$ cat config.mk
export PLATFORM = sky130hd
export DESIGN_NAME = deskew_collector_int32
export DESIGN_NICKNAME = d
export VERILOG_FILES = /design/src/rtl/deskew_collector_int32.sv
export SDC_FILE = /design/constraint.sdc
export NUM_CORES = 1
export LEC_CHECK = 0
export ABC_AREA = 1
export CELL_PAD_IN_SITES_DETAIL_PLACEMENT = 0
export CELL_PAD_IN_SITES_GLOBAL_PLACEMENT = 1
export CORE_ASPECT_RATIO = 0.7
export CORE_MARGIN = 1.5
export CORE_UTILIZATION = 30
export CTS_BUF_LIST = sky130_fd_sc_hd__clkbuf_16
export CTS_CLUSTER_DIAMETER = 30
export CTS_CLUSTER_SIZE = 14
export DETAILED_ROUTE_END_ITERATION = 10
export MAX_ROUTING_LAYER = met4
export PLACE_DENSITY = 0.76
export SKIP_LAST_GASP = 1
export SYNTH_ARGS = -nofsm -noshare
export SYNTH_HDL_FRONTEND = slang
export SYNTH_SLANG_ARGS = --single-unit
$ cat constraint.sdc
create_clock -name clk_i -period 3.35 [get_ports clk_i]
set_input_delay 0.67 -clock clk_i [delete_from_list [all_inputs] [get_ports clk_i]]
set_output_delay 0.67 -clock clk_i [all_outputs]
set_load 0.1 [all_outputs]
$ cat src/rtl/deskew_collector_int32.sv
// Deskew collector for the 4x4 systolic array output: lane c lags lane 0 by c cycles.
// It gathers one tile over a 2N-1 cycle window. Optional macro DESKEW_RELU_EN clamps negative captures to 0.

module deskew_lane #(
  parameter int N      = 4,
  parameter int DATA_W = 32,
  parameter int TW     = 3,
  parameter int LANE   = 0
) (
  input  logic                       clk_i,
  input  logic                       reset_i,
  input  logic                       cap_i,
  input  logic [TW-1:0]              t_i,
  input  logic [DATA_W-1:0]          val_i,
  output logic [N-1:0][DATA_W-1:0]   col_o
);
  localparam int RW = (N > 1) ? $clog2(N) : 1;

  logic [N-1:0][DATA_W-1:0] col_q;
  logic [TW:0]              rel;
  logic                     hit;
  logic [DATA_W-1:0]        st;

  // Row this lane delivers on window cycle t is t-LANE; outside 0..N-1 the lane is idle.
  assign rel = {1'b0, t_i} - (TW+1)'(LANE);
  assign hit = cap_i && ({1'b0, t_i} >= (TW+1)'(LANE)) && (rel < (TW+1)'(N));

`ifdef DESKEW_RELU_EN
  assign st = val_i[DATA_W-1] ? '0 : val_i;
`else
  assign st = val_i;
`endif

  always_ff @(posedge clk_i) begin
    if (reset_i)  col_q <= '0;
    else if (hit) col_q[rel[RW-1:0]] <= st;
  end

  assign col_o = col_q;
endmodule

module deskew_collector_int32 #(
  parameter int N      = 4,
  parameter int DATA_W = 32
) (
  input  logic                          clk_i,
  input  logic                          reset_i,
  input  logic                          start_i,
  input  logic [N-1:0][DATA_W-1:0]      col_val_i,
  output logic [N*N-1:0][DATA_W-1:0]    result_o,
  output logic                          result_valid_o,
  input  logic                          result_ready_i,
  output logic                          busy_o,
  output logic                          overrun_o
);
  localparam int TW = $clog2(2*N-1);
  localparam logic [TW-1:0] T_LAST = TW'(2*N-2);

  typedef enum logic [1:0] {IDLE, CAPTURE, HOLD} state_t;

  state_t        state_q, state_d;
  logic [TW-1:0] t_q, t_d;
  logic          overrun_q;
  logic          cap_en;
  logic [TW-1:0] cap_t;
  logic          ovr_set;

  always_ff @(posedge clk_i) begin
    if (reset_i) begin
      state_q   <= IDLE;
      t_q       <= '0;
      overrun_q <= 1'b0;
    end else begin
      state_q   <= state_d;
      t_q       <= t_d;
      if (ovr_set) overrun_q <= 1'b1;
    end
  end

  always_comb begin
    state_d = state_q;
    t_d     = t_q;
    case (state_q)
      IDLE: if (start_i) begin
        state_d = CAPTURE;
        t_d     = TW'(1);
      end
      CAPTURE: if (t_q == T_LAST) begin
        state_d = HOLD;
        t_d     = '0;
      end else begin
        t_d = t_q + TW'(1);
      end
      HOLD: if (result_ready_i) begin
        // A start in the handshake cycle opens the next window with no bubble.
        state_d = start_i ? CAPTURE : IDLE;
        t_d     = start_i ? TW'(1) : '0;
      end
      default: begin
        state_d = IDLE;
        t_d     = '0;
      end
    endcase
  end

  always_comb begin
    cap_en         = 1'b0;
    cap_t          = '0;
    ovr_set        = 1'b0;
    busy_o         = (state_q != IDLE);
    result_valid_o = (state_q == HOLD);
    case (state_q)
      IDLE:    cap_en = start_i;
      CAPTURE: begin
        cap_en  = 1'b1;
        cap_t   = t_q;
        ovr_set = start_i;
      end
      HOLD: begin
        cap_en  = start_i && result_ready_i;
        ovr_set = start_i && !result_ready_i;
      end
      default: ;
    endcase
  end

  logic [N-1:0][N-1:0][DATA_W-1:0] lane_col;

  for (genvar c = 0; c < N; c++) begin : g_lane
    deskew_lane #(.N(N), .DATA_W(DATA_W), .TW(TW), .LANE(c)) u_lane (
      .clk_i   (clk_i),
      .reset_i (reset_i),
      .cap_i   (cap_en),
      .t_i     (cap_t),
      .val_i   (col_val_i[c]),
      .col_o   (lane_col[c])
    );
    for (genvar r = 0; r < N; r++) begin : g_row
      assign result_o[N*r+c] = lane_col[c][r];
    end
  end

  assign overrun_o = overrun_q;
endmodule

Word-level counts from Yosys, hierarchy flattened
Cells that the tools add are included.
{"block": "totals", "ramBits": 0, "ff_bits": 518, "out_inout_bits": 515, "mem_count": 0, "latchBits": 0, "input_bits": 132, "wordCells": 87, "rom_bits": 0}
{"block": "classes", "bitwise": 0, "addsub": 4, "n_shift": 0, "div_mod_pow": 0, "order_cmp": 15, "mul": 0, "eq_ne": 6, "muxes": 25, "n_reduce_logical": 18}
{"cell": "128-bit bitwise mux", "n": 4}
{"cell": "32-bit demux with 2-bit select", "n": 4}
{"cell": "32-bit 2-to-1 mux", "n": 4}
{"cell": "1-bit logical AND", "n": 13}
{"cell": "2-bit by 3-bit < comparator with 1-bit output, second input constant", "n": 4}
{"cell": "4-bit by 3-bit < comparator with 1-bit output, second input constant", "n": 3}
{"cell": "3-bit 2-to-1 mux", "n": 4}
{"cell": "3-bit one-hot mux with 3 select lines", "n": 1}
{"cell": "2-bit by 1-bit >= comparator with 1-bit output, second input constant", "n": 4}
{"cell": "3-bit by 2-bit subtractor with 4-bit output, second input constant", "n": 2}
{"cell": "3-bit by 2-bit >= comparator with 1-bit output, second input constant", "n": 2}
{"cell": "2-bit 2-to-1 mux", "n": 3}
{"cell": "2-bit one-hot mux with 3 select lines", "n": 1}
{"cell": "2-bit inequality test, second input constant", "n": 2}
{"cell": "3-bit by 1-bit subtractor with 4-bit output, second input constant", "n": 1}
{"cell": "3-bit by 1-bit adder with 3-bit output, second input constant", "n": 1}
{"cell": "3-bit equality test, second input constant", "n": 1}
{"cell": "3-bit by 1-bit >= comparator with 1-bit output, second input constant", "n": 1}
{"cell": "3-bit < comparator, second input constant", "n": 1}
{"cell": "1-bit one-hot mux with 3 select lines", "n": 1}
{"cell": "3-bit AND reduction", "n": 1}
{"cell": "2-bit by 1-bit equality test with 1-bit output, second input constant", "n": 1}
{"cell": "2-bit equality test, second input constant", "n": 1}
{"cell": "2-bit zero test", "n": 1}
{"cell": "other kinds (6)", "n": 7}

Longest topological paths before layout
Gate-level depths: netlist of the first run.
{"block": "logic_depth", "depth_word": 8, "depth_mapped": 16, "depth_no_buf": 12}

Modules after synthesis
A second synthesis of the first run with hierarchy kept.
{"block": "unflattened", "cells_unflattened": 3481, "area_unflattened_um2": 23032.1}
{"module": "deskew_lane (g_lane[1].u_lane)", "n_inst": 1, "cells_each": 1013, "seq_area_each_um2": 2562.5, "area_each_um2": 6272.3}
{"module": "deskew_lane (g_lane[3].u_lane)", "n_inst": 1, "cells_each": 911, "seq_area_each_um2": 2562.5, "area_each_um2": 5888.1}
{"module": "deskew_lane (g_lane[2].u_lane)", "n_inst": 1, "cells_each": 749, "seq_area_each_um2": 2562.5, "area_each_um2": 5276.3}
{"module": "deskew_lane (g_lane[0].u_lane)", "n_inst": 1, "cells_each": 744, "seq_area_each_um2": 2562.5, "area_each_um2": 5142.4}
{"module": "deskew_collector_int32", "n_inst": 1, "cells_each": 64, "seq_area_each_um2": 120.1, "area_each_um2": 452.9}

Worst setup path before layout of the first run
OpenSTA, ideal clock, no wires.
{"block": "synth_path", "kind": "register to register", "from": "register state_q[1]", "to": "register g_lane[3].u_lane.col_q (netlist bit g_lane[3].u_lane.col_o[100])", "synth_period_minus_slack_ns": 2.535, "path_stages_with_launch": 16, "arrival_time_ns": 2.464, "setup_ns": 0.070, "t_required_ns": 3.280, "n_path_buf": 5, "setup_slack_ns": 0.815, "path_cell_list": "dfxtp_1 -> inv_1 -> ha_1 -> buf_6 -> nand2_4 -> nor2_2 -> buf_2 -> buf_2 -> inv_1 -> ha_1 -> nand2_1 -> a21oi_4 -> buf_2 -> buf_2 -> nand4_1 -> a21oi_1"}
{"block": "synth_between", "elab_chain_cells": 8, "elab_cells_between_ends": 16, "classes_between": "add/sub: 1; order compare: 4; eq/ne: 2; mux: 5; reduce/logical: 4"}
{"item": "start, declared", "line_no": "61", "rtl": "state_t state_q, state_d;"}
{"item": "start signal, assigned", "line_no": "74", "rtl": "state_q <= state_d;"}
{"item": "2-bit by 1-bit equality test with 1-bit output", "line_no": "112", "rtl": "case (state_q)"}
{"item": "3-bit 2-to-1 mux", "line_no": "112"}
{"item": "3-bit by 2-bit subtractor with 4-bit output", "line_no": "25", "rtl": "assign rel = {1'b0, t_i} - (TW+1)'(LANE);"}
{"item": "2-bit by 3-bit < comparator with 1-bit output (implied by the code) / 2-bit by 1-bit >= comparator with 1-bit output (equally long branches)", "line_no": "36", "rtl": "else if (hit) col_q[rel[RW-1:0]] <= st;"}
{"item": "1-bit logical AND (implied by the code)", "line_no": "36"}
{"item": "32-bit 2-to-1 mux (implied by the code)", "line_no": "36"}
{"item": "32-bit demux with 2-bit select"}
{"item": "128-bit bitwise mux", "line_no": "36"}
{"item": "end signal, assigned by index", "line_no": "36"}
{"item": "end, declared", "line_no": "19", "rtl": "logic [N-1:0][DATA_W-1:0] col_q;"}
Parallel ways exist; a longest one is shown, timed or not.
A chain may end at the register's enable or synchronous reset.

Worst setup path after layout of the first run
{"block": "layout_path", "from": "register g_lane[0].u_lane.col_q (netlist bit g_lane[0].u_lane.col_o[91])", "to": "output port result_o[283] in the netlist's numbering"}
{"item": "start, declared", "line_no": "19"}
{"item": "start signal, assigned by index", "line_no": "36"}
{"item": "end, declared", "line_no": "50", "rtl": "output logic [N*N-1:0][DATA_W-1:0] result_o,"}
No word-level cell between the ends.

==> results.cfg, run 1 <==
[cts]
cts.sink_count = 518
post_cts_repair_timing_setup_buffer_count = 0
cts_tree = done
cts.path.max_buffers = 3
cts_htree_levels = 3
clkLatencyLatePin_ns = 0.65
clkSlewWorstSetupHoldPaths_ns = 0.05
clock_tree.root_cell = sky130_fd_sc_hd__clkbuf_16
post_cts_resized = 0
hold_buffers = 0
numCtsBuffers = 106

[routing]
drcViolationCount = 0
routed_via_count_divided_by_cell_count = 5.00
detail_route.iter0.violations = 1796
route.antenna.remaining_nets = 0
wire_per_inst_um = 19.6
detailroute.via_count = 21600
detail_route.first_pass.iterations = 6
totalWireLength_um = 84400

[sta]
post-route-period-util_pct = 83.7
post-route-worst-setup-slack_ns = 0.547
finalSetupViolations = 0
fmax_ghz = 0.357
finalSetupTns_ns = 0
final-hold-violation-count = 0
slew-limit-headroom_pct = 34.2
final_max_slew_viol_count = 0
worst_pin_slew_ns = 0.983
fin_crit_ns = 2.80
fin_worst_skew_ns = 0.0263
rsz0062_at_grt = no

[placement]
portBuffers = 646
post-dp-hpwl_um = 55800
globalplace.congestion = 0.880
dp_worst_setup_slack_ns = 0.574

[critical_path]
ff2ff_path_depth = 11
worstPathRequired_ns = 2.68
r2r-end = g_lane[1].u_lane.col_o[102]$_SDFFE_PP0P_
critical_path.startpoint = g_lane[0].u_lane.col_o[91]$_SDFFE_PP0P_
critical_path_start_end_classification = flop to primary output
worstSetupStartpointType = flop
worst_path_largest_cell_delay_ns = 1.14
timing.critical_path.slowest_stage_cell = sky130_fd_sc_hd__clkdlybuf4s50_1
crit_cells = 1
endpoint_kind = primary output
path_max_fanout = 2
path_buf_inv = 1
critPathArrivalTime_ns = 2.13
cp-endpoint = result_o[283]
critPathTopFamily = buffers and inverters
worstReg2RegStart = state_q[1]$_SDFFE_PP0P_
crit_path_cell_trace = clkdlybuf4s50_1
r2r_setup_slack_ns = 0.60

[yosys]
post_synth_xor_area_fraction_pct = 0
syn_avg_cell_area_sq_um = 7.53
synth_top_family_by_area = simple AND/OR/NAND/NOR gates
ys_warn_count = 0
post_synthesis_share_of_cell_area_spent_on_full_adders_half_adders_and_majority_gates_pct = 0.539
synth-seq-area-share_pct = 49.7
synth_compound_area_share_pct = 10.4
synthesized_flop_and_latch_total = 518
mux_share_of_post_synthesis_cell_area_pct = 0
synth.lib_cells_used.distinct = 24
synthSimpleGateAreaFrac_pct = 30.4
post_synth_instance_area_sq_mm = 0.0209
post_synth_inst_count = 2772
synth_nets = 2913

[floorplan]
core_region_area_sq_mm = 0.0685
die_h_um = 224
io_pins = 647
rows = 80
initial_core_util_pct = 30.5
total_die_area_sq_mm = 0.0712
horizontal_die_dimension_um = 318

[pwr]
leakagePower_nw = 12.8
irDropWorstVdd_v = 0.000468
cellPowerDensity_mw_per_mm2 = 702

[finish]
mostFrequentLayoutCell = sky130_fd_sc_hd__nand2_1
synthToLayoutAreaGrowth_pct = 45.4
drive_above_1_share_pct = 21.9
footprint_of_the_multi_input_gates_sq_mm = 0.00866
num-nets-final = 3462
sequential_cell_area_sq_mm = 0.0104
nFillCells = 6948
mostFrequentLayoutCells = sky130_fd_sc_hd__nand2_1 (635), sky130_fd_sc_hd__buf_4 (523), sky130_fd_sc_hd__dfxtp_1 (518)

[global_route]
gr-usage-met2_pct = 32.3
grt_use_met1_pct = 31.9
grt-busiest-layer = met2
total_grt_overflow = 0
initial_antenna_violation_count = 2
grt_first_pass_wirelength_um = 125000
grt_max_degree = 132
first_global_vias = 19500
global_routing_usage_summed_across_all_routing_layers_pct = 23.3
globalRouteMet3Util_pct = 6.80

[hold_path]
worst_hold_path_type = input pin to flop

[outcome]
run_status = finished clean

[job]
max_cap_violations = 0
==> kinds of logic (layout without fill, tap and decap cells) <==
family                   Yosys count  count (layout)
adder cells (fa/ha/maj)            9               9
other                              0               2
buffers and inverters            412            1052
AO/OA/AOI/OAI                    426             426
flip-flops                       518             518
AND/OR/NAND/NOR                 1407            1407
==> cell type report <==
type,count,share of cell area (%)
clock buffers,106,8.74
inverters,146,1.83
flip-flops and latches,518,34.2
clock inverters,93,2.98
well taps,902,3.72
multi-input cells,1842,28.5
repair buffers,707,20.0
diodes,2,0.0165
==> worst min path at each step <==
| stage | start | endpoint | slack (ns) | cells after the start |
|---|---|---|---|---|
| after floorplan | state_q[0]$_SDFFE_PP0P_ | state_q[0]$_SDFFE_PP0P_ | 0.49 | 2 |
| after global placement | g_lane[2].u_lane.col_o[72]$_SDFFE_PP0P_ | g_lane[2].u_lane.col_o[72]$_SDFFE_PP0P_ | 0.45 | 2 |
| after detailed placement | g_lane[3].u_lane.col_o[18]$_SDFFE_PP0P_ | g_lane[3].u_lane.col_o[18]$_SDFFE_PP0P_ | 0.45 | 2 |
| after CTS | reset_i | g_lane[2].u_lane.col_o[38]$_SDFFE_PP0P_ | 0.31 | 2 |
| after global routing | reset_i | g_lane[2].u_lane.col_o[4]$_SDFFE_PP0P_ | 0.33 | 2 |
| final | reset_i | g_lane[2].u_lane.col_o[38]$_SDFFE_PP0P_ | 0.36 | 2 |
==> through the flow <==
step / hold WS, ns / cell area (sq um) / instances / util (%) / power [W]
after detailed placement: 0.452 / 26800 / 4115 / 39.1 / 0.0110
after global placement: 0.449 / 26800 / 4115 / 39.1 / 0.0110
after CTS: 0.307 / 30300 / 4314 / 44.3 / 0.0214
after global routing: 0.329 / 30400 / 4316 / 44.3 / 0.0221
final: 0.360 / 30400 / 4316 / 44.3 / 0.0213
after floorplan: 0.489 / 20900 / 2772 / - / 0.00973
==> routing by layer <==
metal	share of wire (%)	vias to the layer above	routed length, um
met5	0	-	0
met4	3.1	0	2610
met3	8.8	158	7400
met2	42	831	35900
met1	46	10100	38600
li1	-	10500	-
==> flip-flops by register name, indices dropped and copies added (netlist names) <==
signal and flops:
g_lane.u_lane.col_o 512, state_q 2, overrun_o 1, t_q 3
==> power by group <==
| group | internal, W | switching (W) |
|---|---|---|
| Combinational | 0.000982 | 0.00347 |
| Clock | 0.00672 | 0.00366 |
| Sequential | 0.00635 | 0.000115 |
==> synth_stat cells <==
library cell,number,area share (%)
sky130_fd_sc_hd__dfxtp_1,518,50
sky130_fd_sc_hd__nand2_4,1,0.054
sky130_fd_sc_hd__buf_6,2,0.11
sky130_fd_sc_hd__nor2_1,328,5.9
sky130_fd_sc_hd__clkbuf_1,71,1.3
sky130_fd_sc_hd__nand2_1,635,11
sky130_fd_sc_hd__buf_2,133,3.2
sky130_fd_sc_hd__nor2_4,1,0.054
sky130_fd_sc_hd__a21oi_1,419,10
sky130_fd_sc_hd__a21oi_4,2,0.16
sky130_fd_sc_hd__buf_4,40,1.4
sky130_fd_sc_hd__nor2_2,5,0.15
sky130_fd_sc_hd__o21ai_0,2,0.048
sky130_fd_sc_hd__o221a_2,1,0.054
sky130_fd_sc_hd__nand3_1,47,1.1
sky130_fd_sc_hd__ha_1,9,0.54
sky130_fd_sc_hd__nand4_1,384,12
sky130_fd_sc_hd__inv_1,144,2.6
sky130_fd_sc_hd__a31oi_1,2,0.060
sky130_fd_sc_hd__buf_1,19,0.34
sky130_fd_sc_hd__nand3_2,1,0.048
sky130_fd_sc_hd__nand2_2,5,0.15
sky130_fd_sc_hd__clkbuf_4,1,0.036
sky130_fd_sc_hd__inv_2,2,0.036
Power figures use the tool's default switching activity.
==> run 2: changes to the inputs <==
PLACE_DENSITY = 0.78   (was 0.76)
clock period = 2.5 ns   (was 3.35 ns; I/O delays follow)
==> run 2 against run 1 <==
  * Clock-buffer cell count up 2
  * Utilization increased by 1.1 points
  * Final area up 2.4%
  * Largest cell class unchanged
  * Highest routed layer unchanged
==> results.cfg, run 2 (synthesis results as in run 1) <==
[global_route]
grt_first_pass_wirelength_um = 124000
global_routing_usage_summed_across_all_routing_layers_pct = 23.0
first_global_vias = 19600
initial_antenna_violation_count = 5
grt_use_met1_pct = 30.7
grt_max_degree = 124
globalRouteMet3Util_pct = 6.64
gr-usage-met2_pct = 33.4
total_grt_overflow = 0
grt-busiest-layer = met2

[critical_path]
ff2ff_path_depth = 11
r2r-end = g_lane[2].u_lane.col_o[48]$_SDFFE_PP0P_
critical_path_start_end_classification = flop to primary output
endpoint_kind = primary output
path_max_fanout = 4
critical_path.startpoint = state_q[0]$_SDFFE_PP0P_
critPathArrivalTime_ns = 1.81
worstReg2RegStart = state_q[1]$_SDFFE_PP0P_
worstPathRequired_ns = 2.00
r2r_setup_slack_ns = 0.22
cp-endpoint = busy_o
worstSetupStartpointType = flop

[cts]
post_cts_repair_timing_setup_buffer_count = 0
clkLatencyLatePin_ns = 0.66
clock_tree.root_cell = sky130_fd_sc_hd__clkbuf_16
clkSlewWorstSetupHoldPaths_ns = 0.05
cts_tree = done
cts.path.max_buffers = 3
numCtsBuffers = 108
cts.sink_count = 518
cts_htree_levels = 3

[sta]
rsz0062_at_grt = no
slew-limit-headroom_pct = 56.9
final_max_slew_viol_count = 0
finalSetupViolations = 0
whs_ns = 0.401
worst_pin_slew_ns = 0.647
fin_worst_skew_ns = 0.0248
final-hold-violation-count = 0
fmax_ghz = 0.433
post-route-period-util_pct = 92.4
finalSetupTns_ns = 0
fin_crit_ns = 2.31

[placement]
globalplace.congestion = 0.874
portBuffers = 646
post-dp-hpwl_um = 56000

[floorplan]
rows = 80
total_die_area_sq_mm = 0.0712
core_region_area_sq_mm = 0.0685
horizontal_die_dimension_um = 318
die_h_um = 224
initial_core_util_pct = 30.5
io_pins = 647

[routing]
totalWireLength_um = 83700
detail_route.iter0.violations = 1920
wire_per_inst_um = 19.2
route.antenna.remaining_nets = 0
detailroute.via_count = 21500
routed_via_count_divided_by_cell_count = 4.95
drcViolationCount = 0
detail_route.first_pass.iterations = 5

[finish]
drive_above_1_share_pct = 23.6
synthToLayoutAreaGrowth_pct = 48.8
mostFrequentLayoutCell = sky130_fd_sc_hd__nand2_1
nFillCells = 6823
largest_reg_flops = 512
footprint_of_the_multi_input_gates_sq_mm = 0.00867
mostFrequentLayoutCells = sky130_fd_sc_hd__nand2_1 (635), sky130_fd_sc_hd__buf_4 (553), sky130_fd_sc_hd__dfxtp_1 (518)
num-nets-final = 3493
sequential_cell_area_sq_mm = 0.0104

[pwr]
report.power.total_w = 0.0300
cellPowerDensity_mw_per_mm2 = 966
irDropWorstVdd_v = 0.000635
leakagePower_nw = 13.3

[hold_path]
worst_hold_path_type = input pin to flop

[outcome]
run_status = finished clean

[job]
max_cap_violations = 0
run 2: changes by cell type in the layout (fill, tap and decap cells not counted), moves of 2 or more:
cell                              before  now
sky130_fd_sc_hd__buf_4               523  553
sky130_fd_sc_hd__clkinv_4             13   10
sky130_fd_sc_hd__clkinv_2              6   23
sky130_fd_sc_hd__clkdlybuf4s50_1     153  130
sky130_fd_sc_hd__inv_1               149  151
sky130_fd_sc_hd__bufinv_16            12   21
sky130_fd_sc_hd__buf_12               30   52
sky130_fd_sc_hd__inv_16                0    2
sky130_fd_sc_hd__clkinvlp_4           19   12
sky130_fd_sc_hd__clkinv_1             21   11
sky130_fd_sc_hd__inv_6                13    6
sky130_fd_sc_hd__clkbuf_16           106  108
run 2: worst min path at each step:
stage | start | end | cells past startpoint
after global placement | g_lane[2].u_lane.col_o[64]$_SDFFE_PP0P_ | g_lane[2].u_lane.col_o[64]$_SDFFE_PP0P_ | 2
after floorplan | state_q[0]$_SDFFE_PP0P_ | state_q[0]$_SDFFE_PP0P_ | 2
after CTS | reset_i | g_lane[0].u_lane.col_o[57]$_SDFFE_PP0P_ | 4
after global routing | reset_i | g_lane[0].u_lane.col_o[57]$_SDFFE_PP0P_ | 4
final | reset_i | g_lane[0].u_lane.col_o[57]$_SDFFE_PP0P_ | 4
after detailed placement | g_lane[2].u_lane.col_o[29]$_SDFFE_PP0P_ | g_lane[2].u_lane.col_o[29]$_SDFFE_PP0P_ | 2
run 2: metal layers:
| layer | vias up | share of wire, % |
|---|---|---|
| met3 | 130 | 8.4 |
| met4 | 0 | 2.4 |
| met5 | - | 0 |
| met1 | 10100 | 45 |
| li1 | 10500 | - |
| met2 | 799 | 44 |
run 2: area by class of cell:
class / count / share of cell area (%)
Antenna cell: 3 / 0.0242
Tap cell: 902 / 3.63
Inverter: 146 / 1.79
Sequential cell: 518 / 33.4
Clock inverter: 96 / 3.64
Clock buffer: 108 / 8.70
Multi-Input combinational cell: 1842 / 27.9
Timing Repair Buffer: 736 / 20.9
run 2: where the power goes:
group	total, W	internal, W	switching [W]
Sequential	0.00866	0.00852	0.000140
Clock	0.0150	0.0101	0.00493
Combinational	0.00638	0.00163	0.00475
run 2: repair_timing:
action / in CTS / in global routing
resized for setup: 0 / 2
endpoints found under the hold margin: 0 / 0
hold buffers: 0 / 0
endpoints found under the setup margin: 0 / 352
run 2: worst max-delay path, cell delays in order (launching register included):
cell,delay (ns)
sky130_fd_sc_hd__dfxtp_1,0.38
sky130_fd_sc_hd__buf_4,0.15
sky130_fd_sc_hd__inv_1,0.05
sky130_fd_sc_hd__ha_1,0.22
sky130_fd_sc_hd__inv_1,0.08
sky130_fd_sc_hd__buf_4,0.29
run 2: stage by stage:
step | cell area [sq um] | util [%] | worst slack, ns | std cells
floorplan | 20900 | - | 0.00156 | 2772
global placement | 27200 | 39.8 | 0.0834 | 4144
detailed placement | 27200 | 39.8 | 0.0291 | 4144
CTS | 31100 | 45.4 | 0.0196 | 4348
global route | 31100 | 45.4 | 0.0297 | 4351
finish | 31100 | 45.4 | 0.189 | 4351
